$ cat config.mk
export PLATFORM = sky130hd
export DESIGN_NAME = press_emitter
export DESIGN_NICKNAME = d
export VERILOG_FILES = /design/src/rtl/press_emitter_pkg.sv /design/src/rtl/phase_timer.sv /design/src/rtl/press_emitter.sv
export SDC_FILE = /design/constraint.sdc
export NUM_CORES = 1
export LEC_CHECK = 0
export CORE_MARGIN = 2
export CORE_UTILIZATION = 35
export CTS_CLUSTER_DIAMETER = 60
export DETAILED_ROUTE_END_ITERATION = 8
export GPL_ROUTABILITY_DRIVEN = 0
export HOLD_SLACK_MARGIN = 0.02
export SLEW_MARGIN = 20
export SYNTH_ARGS = -nofsm -noshare
export SYNTH_HDL_FRONTEND = slang
export SYNTH_HIERARCHICAL = 1
export SYNTH_SLANG_ARGS = --single-unit
$ cat constraint.sdc
create_clock -name clock -period 6.7 [get_ports clock]
set_clock_uncertainty 0.1 [all_clocks]
set_input_delay 1.34 -clock clock [delete_from_list [all_inputs] [get_ports clock]]
set_output_delay 1.34 -clock clock [all_outputs]
set_load 0.05 [all_outputs]
$ cat src/rtl/press_emitter_pkg.sv
// Shared types and constants for the press emitter and its phase timer.
// The debounce window is the downstream debouncer settle time a press must outlast.
package press_emitter_pkg;

  localparam int unsigned COUNT_W          = 10;
  localparam int unsigned DEBOUNCE_SAMPLES = 8;
  localparam int unsigned DEBOUNCE_TICK    = 50001;
  localparam int unsigned DEBOUNCE_WINDOW  = DEBOUNCE_SAMPLES * DEBOUNCE_TICK;
  // Holds below this are unit-level configs that never drive the real debouncer
  localparam int unsigned SHORT_HOLD_MAX   = 1024;

  typedef enum logic [1:0] {
    IDLE    = 2'd0,
    PRESS   = 2'd1,
    RELEASE = 2'd2
  } state_e;

endpackage

$ cat src/rtl/phase_timer.sv
// Times one press or release phase and shapes the line level, adding optional
// contact bounce at the start of the phase from a sub-counter (no divider).
module phase_timer #(
  parameter int unsigned HOLD_CYCLES   = 500000,
  parameter int unsigned BOUNCE_EDGES  = 0,
  parameter int unsigned BOUNCE_PERIOD = 1000
) (
  input  logic clock,
  input  logic reset,
  input  logic i_restart,
  input  logic i_level,
  output logic o_phase_end_c,
  output logic o_level
);

  localparam int unsigned CNT_W = (HOLD_CYCLES > 1) ? $clog2(HOLD_CYCLES) : 1;
  localparam int unsigned SUB_W = (BOUNCE_PERIOD > 1) ? $clog2(BOUNCE_PERIOD) : 1;
  localparam int unsigned IDX_W = (BOUNCE_EDGES > 0) ? $clog2(BOUNCE_EDGES + 1) : 1;

  localparam logic [CNT_W-1:0] CNT_LAST = CNT_W'(HOLD_CYCLES - 1);
  localparam logic [SUB_W-1:0] SUB_LAST = SUB_W'(BOUNCE_PERIOD - 1);
  localparam logic [IDX_W-1:0] IDX_END  = IDX_W'(BOUNCE_EDGES);

  logic [CNT_W-1:0] r_cnt;
  logic [SUB_W-1:0] r_sub;
  logic [IDX_W-1:0] r_idx;
  logic             r_level;

  logic [CNT_W-1:0] w_cnt_nxt;
  logic [SUB_W-1:0] w_sub_nxt;
  logic [IDX_W-1:0] w_idx_nxt;

  // Next counter values; the sub-interval index saturates once bounce is over
  always_comb begin
    w_cnt_nxt = (r_cnt == CNT_LAST) ? '0 : r_cnt + CNT_W'(1);
    w_sub_nxt = r_sub;
    w_idx_nxt = r_idx;
    if (r_idx != IDX_END) begin
      if (r_sub == SUB_LAST) begin
        w_sub_nxt = '0;
        w_idx_nxt = r_idx + IDX_W'(1);
      end else begin
        w_sub_nxt = r_sub + SUB_W'(1);
      end
    end
  end

  always_ff @(posedge clock) begin
    if (reset) begin
      r_cnt   <= '0;
      r_sub   <= '0;
      r_idx   <= '0;
      r_level <= 1'b1;
    end else if (i_restart) begin
      r_cnt   <= '0;
      r_sub   <= '0;
      r_idx   <= '0;
      r_level <= i_level;
    end else begin
      r_cnt   <= w_cnt_nxt;
      r_sub   <= w_sub_nxt;
      r_idx   <= w_idx_nxt;
      r_level <= (w_idx_nxt != IDX_END) ? (i_level ^ w_idx_nxt[0]) : i_level;
    end
  end

  assign o_phase_end_c = (r_cnt == CNT_LAST);
  assign o_level       = r_level;

endmodule

$ cat src/rtl/press_emitter.sv
// Emits a latched number of press/release cycles on an active-low button line,
// each phase long enough for a downstream debouncer to register one press.
module press_emitter
  import press_emitter_pkg::*;
#(
  parameter int unsigned HOLD_CYCLES   = 500000,
  parameter int unsigned BOUNCE_EDGES  = 0,
  parameter int unsigned BOUNCE_PERIOD = 1000
) (
  input  logic               clock,
  input  logic               reset,
  input  logic               start,
  input  logic [COUNT_W-1:0] count,
  output logic               pulse_out,
  output logic               busy,
  output logic               done
);

  state_e             r_state;
  state_e             w_state_nxt;
  logic [COUNT_W-1:0] r_remaining;
  logic [COUNT_W-1:0] w_remaining_nxt;
  logic               r_busy;
  logic               r_done;
  logic               w_done_nxt;
  logic               w_phase_end;
  logic               w_restart;
  logic               w_level;
  logic               w_line;

  always_ff @(posedge clock) begin
    if (reset) begin
      r_state     <= IDLE;
      r_remaining <= '0;
      r_busy      <= 1'b0;
      r_done      <= 1'b0;
    end else begin
      r_state     <= w_state_nxt;
      r_remaining <= w_remaining_nxt;
      r_busy      <= (w_state_nxt != IDLE);
      r_done      <= w_done_nxt;
    end
  end

  // Next state; outputs are registered from next-state values so they track the state
  always_comb begin
    w_state_nxt     = r_state;
    w_remaining_nxt = r_remaining;
    w_done_nxt      = 1'b0;
    case (r_state)
      IDLE: begin
        if (start) begin
          if (count != '0) begin
            w_state_nxt     = PRESS;
            w_remaining_nxt = count;
          end else begin
            w_done_nxt = 1'b1;
          end
        end
      end
      PRESS: begin
        if (w_phase_end) w_state_nxt = RELEASE;
      end
      RELEASE: begin
        if (w_phase_end) begin
          w_remaining_nxt = (r_remaining != '0) ? r_remaining - COUNT_W'(1) : '0;
          if (w_remaining_nxt == '0) begin
            w_state_nxt = IDLE;
            w_done_nxt  = 1'b1;
          end else begin
            w_state_nxt = PRESS;
          end
        end
      end
      default: w_state_nxt = IDLE;
    endcase
    // Idle keeps the timer parked at released level; any state change opens a new phase
    w_restart = (r_state == IDLE) || (w_state_nxt != r_state);
    w_level   = (w_state_nxt != PRESS);
  end

  phase_timer #(
    .HOLD_CYCLES  (HOLD_CYCLES),
    .BOUNCE_EDGES (BOUNCE_EDGES),
    .BOUNCE_PERIOD(BOUNCE_PERIOD)
  ) u_phase_timer (
    .clock        (clock),
    .reset        (reset),
    .i_restart    (w_restart),
    .i_level      (w_level),
    .o_phase_end_c(w_phase_end),
    .o_level      (w_line)
  );

  // Bounce must settle inside a phase, and full-size holds must outlast the debouncer
  always_ff @(posedge clock) begin
    if (!reset) begin
      assert (BOUNCE_EDGES * BOUNCE_PERIOD < HOLD_CYCLES);
      assert ((HOLD_CYCLES > DEBOUNCE_WINDOW) || (HOLD_CYCLES < SHORT_HOLD_MAX));
    end
  end

  assign pulse_out = w_line;
  assign busy      = r_busy;
  assign done      = r_done;

endmodule

==> reports/qor.csv, run 1 <==
stage;metric;value;unit
timing;Final Worst Setup Slack;3.11;ns
routing;Initial DRC Count;62;
routing;post-DR vias/cell;5.44;
power_and_ir_drop;worst vdd ir;0.119;mV
timing;Setup TNS Final;0;ns
placement;cell count after placement;398;
worst_setup_path;flop2flop setup slack;3.81;ns
timing;Slew Limit Fails;0;
clocking;Hold-fix buffers, CTS;0;
cells_and_area;Layout area overhead;12.9;%
synthesis;cell taking the most area after synthesis;dfxtp_1;
cells_and_area;Finished Layout Cells;406;
placement;IO buf count;15;
hold_path;Worst Hold Launch;u_phase_timer/r_cnt[18];
clocking;post-CTS sizing;0;
run_status;status;finished clean;
synthesis;Syn Std Cell Area;2450;sq um
synthesis;Syn Area/Cell;8.19;sq um
worst_setup_path;startpoint types;primary input;
synthesis;Mapped Cells;299;
floorplanning;core area;6790;sq um
worst_setup_path;Worst Reg2Reg Path Length in Cells;9;
clocking;TritonCTS clock tree;yes;
clocking;Max clock buf depth;2;
clocking;Worst-path clk slew;0.08;ns
floorplanning;Ports;16;
worst_setup_path;CP Class;primary input to flip-flop;
synthesis;Synthesized Nets;315;
synthesis;Yosys Warn Count;6;
clocking;CTS Root Cell;clkbuf_8;
timing;fin crit period;3.59;ns
floorplanning;Die Height;87.6;microns
clocking;CTS sink cnt;45;
clocking;worst skew pair latency;0.29;ns
floorplanning;initial core utilization;36.0;%
cells_and_area;fin nets;325;
hold_path;hold worst-path end;u_phase_timer/r_cnt[18];
synthesis;Top FF cell, synth;dfxtp_1;
power_and_ir_drop;PD cells;193;nW/um^2
hold_path;Min-Delay Path Class;flip-flop to flip-flop;
placement;pre-CTS setup slack;2.79;ns
routing;via count;2207;
timing;Worst-Margin Slew;0.757;ns
synthesis;top post-synthesis cells by area;dfxtp_1, nor2_1, xnor2_1, nand2_1, nand4_1;
grt;pin count of the biggest net entering global routing;21;
cells_and_area;Ant. Diodes;0;
grt;GRT overflow;0;
grt;number of global-route vias before repair;2095;
clocking;CTS Buf Count;5;
worst_setup_path;CP max FO;3;
timing;headroom to the max-slew limit;49.2;%
worst_setup_path;crit path DAT;3.66;ns
routing;drc violations;0;
clocking;post-CTS setup buffer count;0;
routing;Antenna Nets Post-Route;0;
synthesis;Synth top area share;36.8;%
routing;Routed WL per cell;13.3;microns
timing;Final period util;53.5;%
synthesis;post-synthesis sequential area ratio;36.8;%
worst_setup_path;Crit path required time;6.77;ns
floorplanning;Die X;87.6;microns
routing;Pre-antenna DRT Iters;4;
floorplanning;Die ar.;7680;sq um
synthesis;Post-synth ARST share;0;%
timing;Hold Slack;0.392;ns
floorplanning;FP Rows;30;
routing;final wirelength;5.42;mm
timing;Finish-stage setup viols;0;
hold_path;Hold Crit Depth;2;
synthesis;Post-synth EDFFs;0;
grt;global-route wire length before repair;9.40;mm
worst_setup_path;Critical Path Sink Type;flip-flop;
worst_setup_path;RR Endpoint;u_phase_timer/o_level;
worst_setup_path;reg2reg start;u_phase_timer/r_cnt[0];
grt;total track usage;15.0;%
timing;final hold violations;0;
synthesis;Distinct cells, synth;52;
power_and_ir_drop;Leak;0.000886;uW
timing;RSZ-0062 raised after global routing;no;
timing;Fmax;279;MHz
power_and_ir_drop;Pwr Total;535;uW
synthesis;FF+latch count, synth;45;
run;max cap viols;0;
cells_and_area;layout cells sized above 1;7.42;%
placement;detailed placement HPWL;3.93;mm
grt;initial antenna violation count;0;
clocking;H-Tree Depth;2;
-- cells in the final DEF (no fill, tap or decap), types with 6 or more instances in the layout --
cell and n:
o21ai_0 14, clkbuf_8 7, dfxtp_1 45, nor4_1 6, nor3_1 10, nand4_1 13
or4_1 6, nand3_1 16, clkdlybuf4s50_1 15, o31ai_1 8, nand2_1 24, or3_1 6
inv_1 7, nor2_1 38, xnor2_1 13, a21oi_1 12
-- cell usage after synthesis, types with 7 or more instances --
master,number
nand4_1,13
o31ai_1,8
nor2_1,38
inv_1,7
nor3_1,10
dfxtp_1,45
nand2_1,24
nand3_1,16
a21oi_1,12
o21ai_0,14
xnor2_1,13
-- how the worst max path moves through the flow --
stage	start	to	slack (ns)	cells after the start
floorplan	count[2]	u_phase_timer/o_level	3.48	7
global placement	count[2]	u_phase_timer/o_level	2.87	8
detailed placement	count[2]	u_phase_timer/o_level	2.79	8
CTS	count[2]	u_phase_timer/o_level	3.10	8
global route	count[2]	u_phase_timer/o_level	2.97	8
finish	count[2]	u_phase_timer/o_level	3.11	8
-- final cells by class --
class	instances	area (sq um)
Fill cell	712	4030
Multi-Input combinational cell	235	1470
Sequential cell	45	901
Timing Repair Buffer	15	150
Tap cell	96	120
Clock buffer	7	96.3
Inverter	7	26.3
Clock inverter	1	5.00
-- per-layer routing --
metal / wire [microns] / track usage [%] / vias up / share of wire, %
met5: 0 / 0 / - / 0
met4: 51 / 4.90 / 0 / 0.94
met3: 169 / 2.92 / 4 / 3.1
li1: - / - / 1123 / -
met1: 2620 / 19.4 / 1038 / 48
met2: 2580 / 25.1 / 42 / 48
-- state kept, by name, indices dropped and copies added (netlist names) --
signal,cells
u_phase_timer/r_sub,10
r_state,2
u_phase_timer/r_idx,1
u_phase_timer/o_level,1
done,1
r_remaining,10
u_phase_timer/r_cnt,19
busy,1
-- power breakdown --
part	switching, uW	leakage (uW)	internal [uW]	total [uW]
Combinational	40.8	0.000466	30.4	71.2
Sequential	8.15	0.000366	274	282
Clock	88.4	0.0000542	93.3	182
-- worst max-delay path: stages --
cell             delay [ns]
clkdlybuf4s50_1        0.43
or4_1                  0.59
o31ai_1                0.38
mux2_2                 0.22
nor2_1                 0.05
nor2_1                 0.15
nor3_1                 0.06
or3b_2                 0.43
-- metrics by stage --
| stage | utilization [%] | instance area (sq um) |
|---|---|---|
| after global placement | 39.2 | 2660 |
| after CTS | 40.7 | 2770 |
| final | 40.7 | 2770 |
| after global routing | 40.7 | 2770 |
| after detailed placement | 39.2 | 2660 |
| after floorplan | - | 2450 |
-- kinds of logic (layout without fill, tap and decap cells) --
group	after synthesis	after routing	synth area share, %
muxes	8	8	3.47
buffers and inverters	19	30	3.47
AOI/OAI and AO/OA	59	59	16.5
adders and majority gates	3	3	1.53
DFF	45	45	36.8
xor gates and xnor gates	17	17	6.08
and+or+nand+nor	148	148	32.2
(Power assumes the default switching activity.)
==> run 2: changes to the inputs <==
==> constraint.sdc (replaced) <==
create_clock -name clock -period 3.2 [get_ports clock]
set_clock_uncertainty 0.1 [all_clocks]
set_input_delay 0.64 -clock clock [delete_from_list [all_inputs] [get_ports clock]]
set_output_delay 0.64 -clock clock [all_outputs]
set_load 0.05 [all_outputs]
==> reports/qor.csv, run 2 (synthesized netlist as in run 1, its figures left out) <==
stage;metric;value;unit
clocking;H-Tree Depth;2;
worst_setup_path;Critical Path Sink Type;flip-flop;
worst_setup_path;startpoint types;primary input;
clocking;Max clock buf depth;2;
grt;pin count of the biggest net entering global routing;20;
clocking;post-CTS setup buffer count;0;
clocking;post-CTS sizing;0;
clocking;TritonCTS clock tree;yes;
placement;dpl cell area;2740;sq um
cells_and_area;Top Registers;u_phase_timer/r_cnt x19, r_remaining x10, u_phase_timer/r_sub x10;
timing;Finish-stage setup viols;0;
power_and_ir_drop;internal power;841;uW
grt;global-route wire length before repair;9.38;mm
cells_and_area;Design Area, Final;2840;sq um
floorplanning;Die X;87.6;microns
clocking;CTS Buf Count;5;
run_status;status;finished clean;
cells_and_area;Layout area overhead;15.8;%
routing;post-DR vias/cell;5.23;
worst_setup_path;crit path DAT;2.92;ns
power_and_ir_drop;Clock power frac;33.8;%
routing;drc violations;0;
routing;Routed WL per cell;13.1;microns
grt;number of global-route vias before repair;2018;
grt;M2 GR Usage;25.4;%
power_and_ir_drop;Psw;293;uW
floorplanning;core area;6790;sq um
timing;headroom to the max-slew limit;58.5;%
grt;initial antenna violation count;0;
cells_and_area;FF/Latch Area;901;sq um
cells_and_area;largest reg by FF count;u_phase_timer/r_cnt;
grt;met1 usage;20.1;%
worst_setup_path;RR Endpoint;u_phase_timer/r_sub[9];
timing;final hold violations;0;
cells_and_area;fin nets;335;
cells_and_area;max reg flops;19;
routing;Antenna Nets Post-Route;0;
hold_path;Hold Crit Depth;2;
worst_setup_path;CP max FO;3;
power_and_ir_drop;worst vdd ir;0.232;mV
placement;detailed placement HPWL;3.96;mm
power_and_ir_drop;Sw Share;25.8;%
worst_setup_path;reg2reg start;u_phase_timer/r_cnt[0];
power_and_ir_drop;Pwr Total;1130;uW
power_and_ir_drop;sequential share of power;52.1;%
clocking;Worst-path clk slew;0.08;ns
floorplanning;Die Height;87.6;microns
power_and_ir_drop;Leak;0.000935;uW
hold_path;hold worst-path end;u_phase_timer/r_sub[8];
cells_and_area;most common cell after layout, fill and taps aside;dfxtp_1;
cells_and_area;area occupied by multi-input gates;1460;sq um
power_and_ir_drop;PD cells;400;nW/um^2
placement;IO buf count;15;
floorplanning;Die ar.;7680;sq um
routing;final wirelength;5.44;mm
timing;Setup TNS Final;0;ns
floorplanning;FP Rows;30;
grt;GRT overflow;0;
clocking;CTS sink cnt;45;
cells_and_area;layout cells sized above 1;10.0;%
cells_and_area;commonest cells after routing, fill and taps aside;dfxtp_1, nor2_1, nand2_1;
clocking;worst skew pair latency;0.29;ns
cells_and_area;Ant. Diodes;0;
routing;via count;2175;
floorplanning;Ports;16;
routing;Pre-antenna DRT Iters;4;
worst_setup_path;CP Class;primary input to flip-flop;
power_and_ir_drop;combinational share of power;14.0;%
run;max cap viols;0;
worst_setup_path;Crit path required time;3.27;ns
timing;fin crit period;2.84;ns
timing;Final period util;88.9;%
worst_setup_path;flop2flop setup slack;0.45;ns
grt;GR Util met3;2.83;%
timing;RSZ-0062 raised after global routing;no;
grt;busiest grt layer;met2;
cells_and_area;fillers;697;
timing;Slew Limit Fails;0;
floorplanning;initial core utilization;36.0;%
hold_path;Min-Delay Path Class;flip-flop to flip-flop;
clocking;Hold-fix buffers, CTS;0;
timing;Worst-Margin Slew;0.618;ns
clocking;CTS Root Cell;clkbuf_8;
worst_setup_path;Worst Reg2Reg Path Length in Cells;10;
timing;Fmax;352;MHz
routing;Initial DRC Count;102;
grt;total track usage;15.2;%
hold_path;Worst Hold Launch;u_phase_timer/r_sub[8];
run 2: area by class of cell:
class                           instances  share of cell area (%)
Multi-Input combinational cell        235                    51.6
Sequential cell                        45                    31.8
Timing Repair Buffer                   25                    7.94
Tap cell                               96                    4.23
Clock buffer                            7                    3.40
Inverter                                7                   0.926
Clock inverter                          1                   0.176
run 2: power groups by stage:
stage	clock (uW)	combinational [uW]	sequential, uW
after global placement	0	157	604
after floorplan	0	105	604
after global routing	431	177	594
after detailed placement	0	157	604
after CTS	402	158	591
final	383	159	591
run 2: worst max-delay path by stage:
stage,start,endpoint,slack (ns),cells past startpoint
detailed placement,count[8],u_phase_timer/o_level,0.04,8
global placement,count[2],u_phase_timer/o_level,0.09,8
global route,count[2],u_phase_timer/o_level,0.26,8
CTS,count[8],u_phase_timer/o_level,0.35,8
finish,count[8],u_phase_timer/o_level,0.36,8
floorplan,count[2],u_phase_timer/o_level,0.68,7
run 2: metal layers:
| metal | wire length, microns | up-vias |
|---|---|---|
| li1 | - | 1135 |
| met1 | 2680 | 1008 |
| met2 | 2550 | 30 |
| met3 | 178 | 2 |
| met4 | 29 | 0 |
| met5 | 0 | - |
run 2: worst max-delay path, cell delays in order:
cell and delay, ns:
clkdlybuf4s50_1 0.43, or4_1 0.59, o31ai_1 0.36, mux2_2 0.22, nor2_1 0.04, nor2_1 0.14, nor3_1 0.06, or3b_2 0.44
run 2: through the flow:
step	setup WS, ns	cells	hold WS [ns]	utilization, %
floorplan	0.676	299	0.358	-
global placement	0.0904	408	0.378	40.3
detailed placement	0.0357	408	0.381	40.3
CTS	0.352	416	0.395	41.7
global route	0.264	416	0.432	41.7
finish	0.356	416	0.392	41.7
==> run 3: changes to the inputs <==
==> constraint.sdc (replaced) <==
create_clock -name clock -period 2.35 [get_ports clock]
set_clock_uncertainty 0.1 [all_clocks]
set_input_delay 0.47 -clock clock [delete_from_list [all_inputs] [get_ports clock]]
set_output_delay 0.47 -clock clock [all_outputs]
set_load 0.05 [all_outputs]
==> reports/qor.csv, run 3 (synthesized netlist as in run 1, its figures left out) <==
stage;metric;value;unit
timing;Setup TNS Final;0;ns
grt;initial antenna violation count;0;
floorplanning;Die ar.;7680;sq um
cells_and_area;largest reg by FF count;u_phase_timer/r_cnt;
routing;drc violations;0;
power_and_ir_drop;PD cells;556;nW/um^2
floorplanning;FP Rows;30;
timing;headroom to the max-slew limit;54.8;%
cells_and_area;Ant. Diodes;0;
grt;GRT overflow;0;
worst_setup_path;CP Cell Sequence;buf_4 > or4b_2 > o21ai_2 > a22o_1 > a21oi_2 > nor2_1 > nor3_1 > or3b_4;
cells_and_area;layout cells sized above 1;23.2;%
clocking;CTS sink cnt;45;
floorplanning;initial core utilization;36.0;%
routing;Pre-antenna DRT Iters;4;
routing;Initial DRC Count;115;
grt;number of global-route vias before repair;2264;
timing;Finish-stage setup viols;0;
grt;global-route wire length before repair;10.0;mm
worst_setup_path;Buf/Inv on CP;1;
worst_setup_path;Critical Path Sink Type;flip-flop;
floorplanning;Die Height;87.6;microns
clocking;CTS Buf Count;5;
worst_setup_path;CP max FO;5;
timing;RSZ-0062 raised after global routing;no;
clocking;CTS Root Cell;clkbuf_8;
grt;pin count of the biggest net entering global routing;20;
routing;final wirelength;5.91;mm
clocking;Max clock buf depth;2;
placement;IO buf count;15;
run_status;status;finished clean;
clocking;TritonCTS clock tree;yes;
run;max cap viols;0;
cells_and_area;Layout area overhead;32.3;%
timing;final hold violations;0;
worst_setup_path;startpoint types;flip-flop;
routing;via count;2358;
routing;post-DR vias/cell;5.21;
routing;Routed WL per cell;13.0;microns
floorplanning;Ports;16;
cells_and_area;Top Registers;u_phase_timer/r_cnt x19, r_remaining x10, u_phase_timer/r_sub x10;
floorplanning;core area;6790;sq um
placement;dpl cell area;3030;sq um
cells_and_area;max reg flops;19;
timing;Fmax;439;MHz
floorplanning;Die X;87.6;microns
timing;Final period util;96.9;%
timing;fin crit period;2.28;ns
worst_setup_path;Max stage delay cell, worst path;or4b_2;
hold_path;Min-Delay Path Class;flip-flop to flip-flop;
timing;Worst-Margin Slew;0.672;ns
grt;total track usage;16.0;%
power_and_ir_drop;Leak;0.00117;uW
cells_and_area;most common cell after layout, fill and taps aside;buf_4;
routing;Antenna Nets Post-Route;0;
timing;Slew Limit Fails;0;
worst_setup_path;Crit path required time;2.44;ns
worst_setup_path;crit path DAT;2.37;ns
clocking;H-Tree Depth;2;
cells_and_area;fin nets;372;
cells_and_area;commonest cells after routing, fill and taps aside;buf_4, dfxtp_1, nor2_1;
worst_setup_path;CP Class;flip-flop to flip-flop;
clocking;Worst-path clk slew;0.09;ns
cells_and_area;Design Area, Final;3240;sq um
clocking;worst skew pair latency;0.30;ns
cells_and_area;Final Util;47.7;%
power_and_ir_drop;worst vdd ir;0.275;mV
placement;detailed placement HPWL;4.21;mm
worst_setup_path;family with the most delay on the worst path;simple AND/OR/NAND/NOR gates;
power_and_ir_drop;Pwr Total;1800;uW
worst_setup_path;CP peak stage delay;0.64;ns
==> run 3: area by class of cell <==
cell class,instances,area (sq um)
clock buffers,5,68.8
clock inverters,3,65.1
fillers,663,3550
inverters,7,26.3
multi-input cells,235,1550
flip-flops and latches,45,901
well taps,96,120
repair buffers,62,509
==> run 3: routing by layer <==
layer | routed length (microns) | GRT usage, % | share of wire (%)
met5 | 0 | 0 | 0
met4 | 49 | 4.20 | 0.83
met3 | 240 | 2.83 | 4.1
met2 | 2750 | 26.5 | 47
met1 | 2860 | 21.5 | 48
==> run 3: through the flow <==
stage / std cells / setup WS [ns] / hold slack, ns
after CTS: 452 / 0.00884 / 0.394
after global routing: 453 / 0.0145 / 0.430
after detailed placement: 444 / -0.571 / 0.381
final: 453 / 0.0728 / 0.390
after floorplan: 299 / 0.0218 / 0.358
after global placement: 444 / -0.538 / 0.372
==> run 3: worst paths after layout <==
check                                       startpoint                     end  slack [ns]  cells after the start
worst min-delay path            u_phase_timer/r_sub[8]  u_phase_timer/r_sub[8]        0.39                      2
worst max-delay path                    r_remaining[0]   u_phase_timer/o_level        0.07                      8
worst max register to register          r_remaining[0]   u_phase_timer/o_level        0.07                      8
worst min register to register  u_phase_timer/r_sub[8]  u_phase_timer/r_sub[8]        0.39                      2
==> run 3: timing repair <==
item / in CTS / in global routing
setup buffers: 0 / 1
gates cloned: 0 / 0
pin swaps: 4 / 4
setup endpoints to repair: 5 / 26
hold buffers: 0 / 0
gates resized for setup: 14 / 13
==> run 3: report_power, final <==
part	total [uW]	switching, uW	internal (uW)
clock network	693	271	423
registers	795	14.6	781
logic	313	156	157
total	1800	441	1360
==> run 3: worst reg2reg max path, cell delays in order, from the launching register on <==
cell     delay (ns)
dfxtp_1        0.33
buf_4          0.15
or4b_2         0.64
o21ai_2        0.08
a22o_1         0.21
a21oi_2        0.08
nor2_1         0.13
nor3_1         0.08
or3b_4         0.37
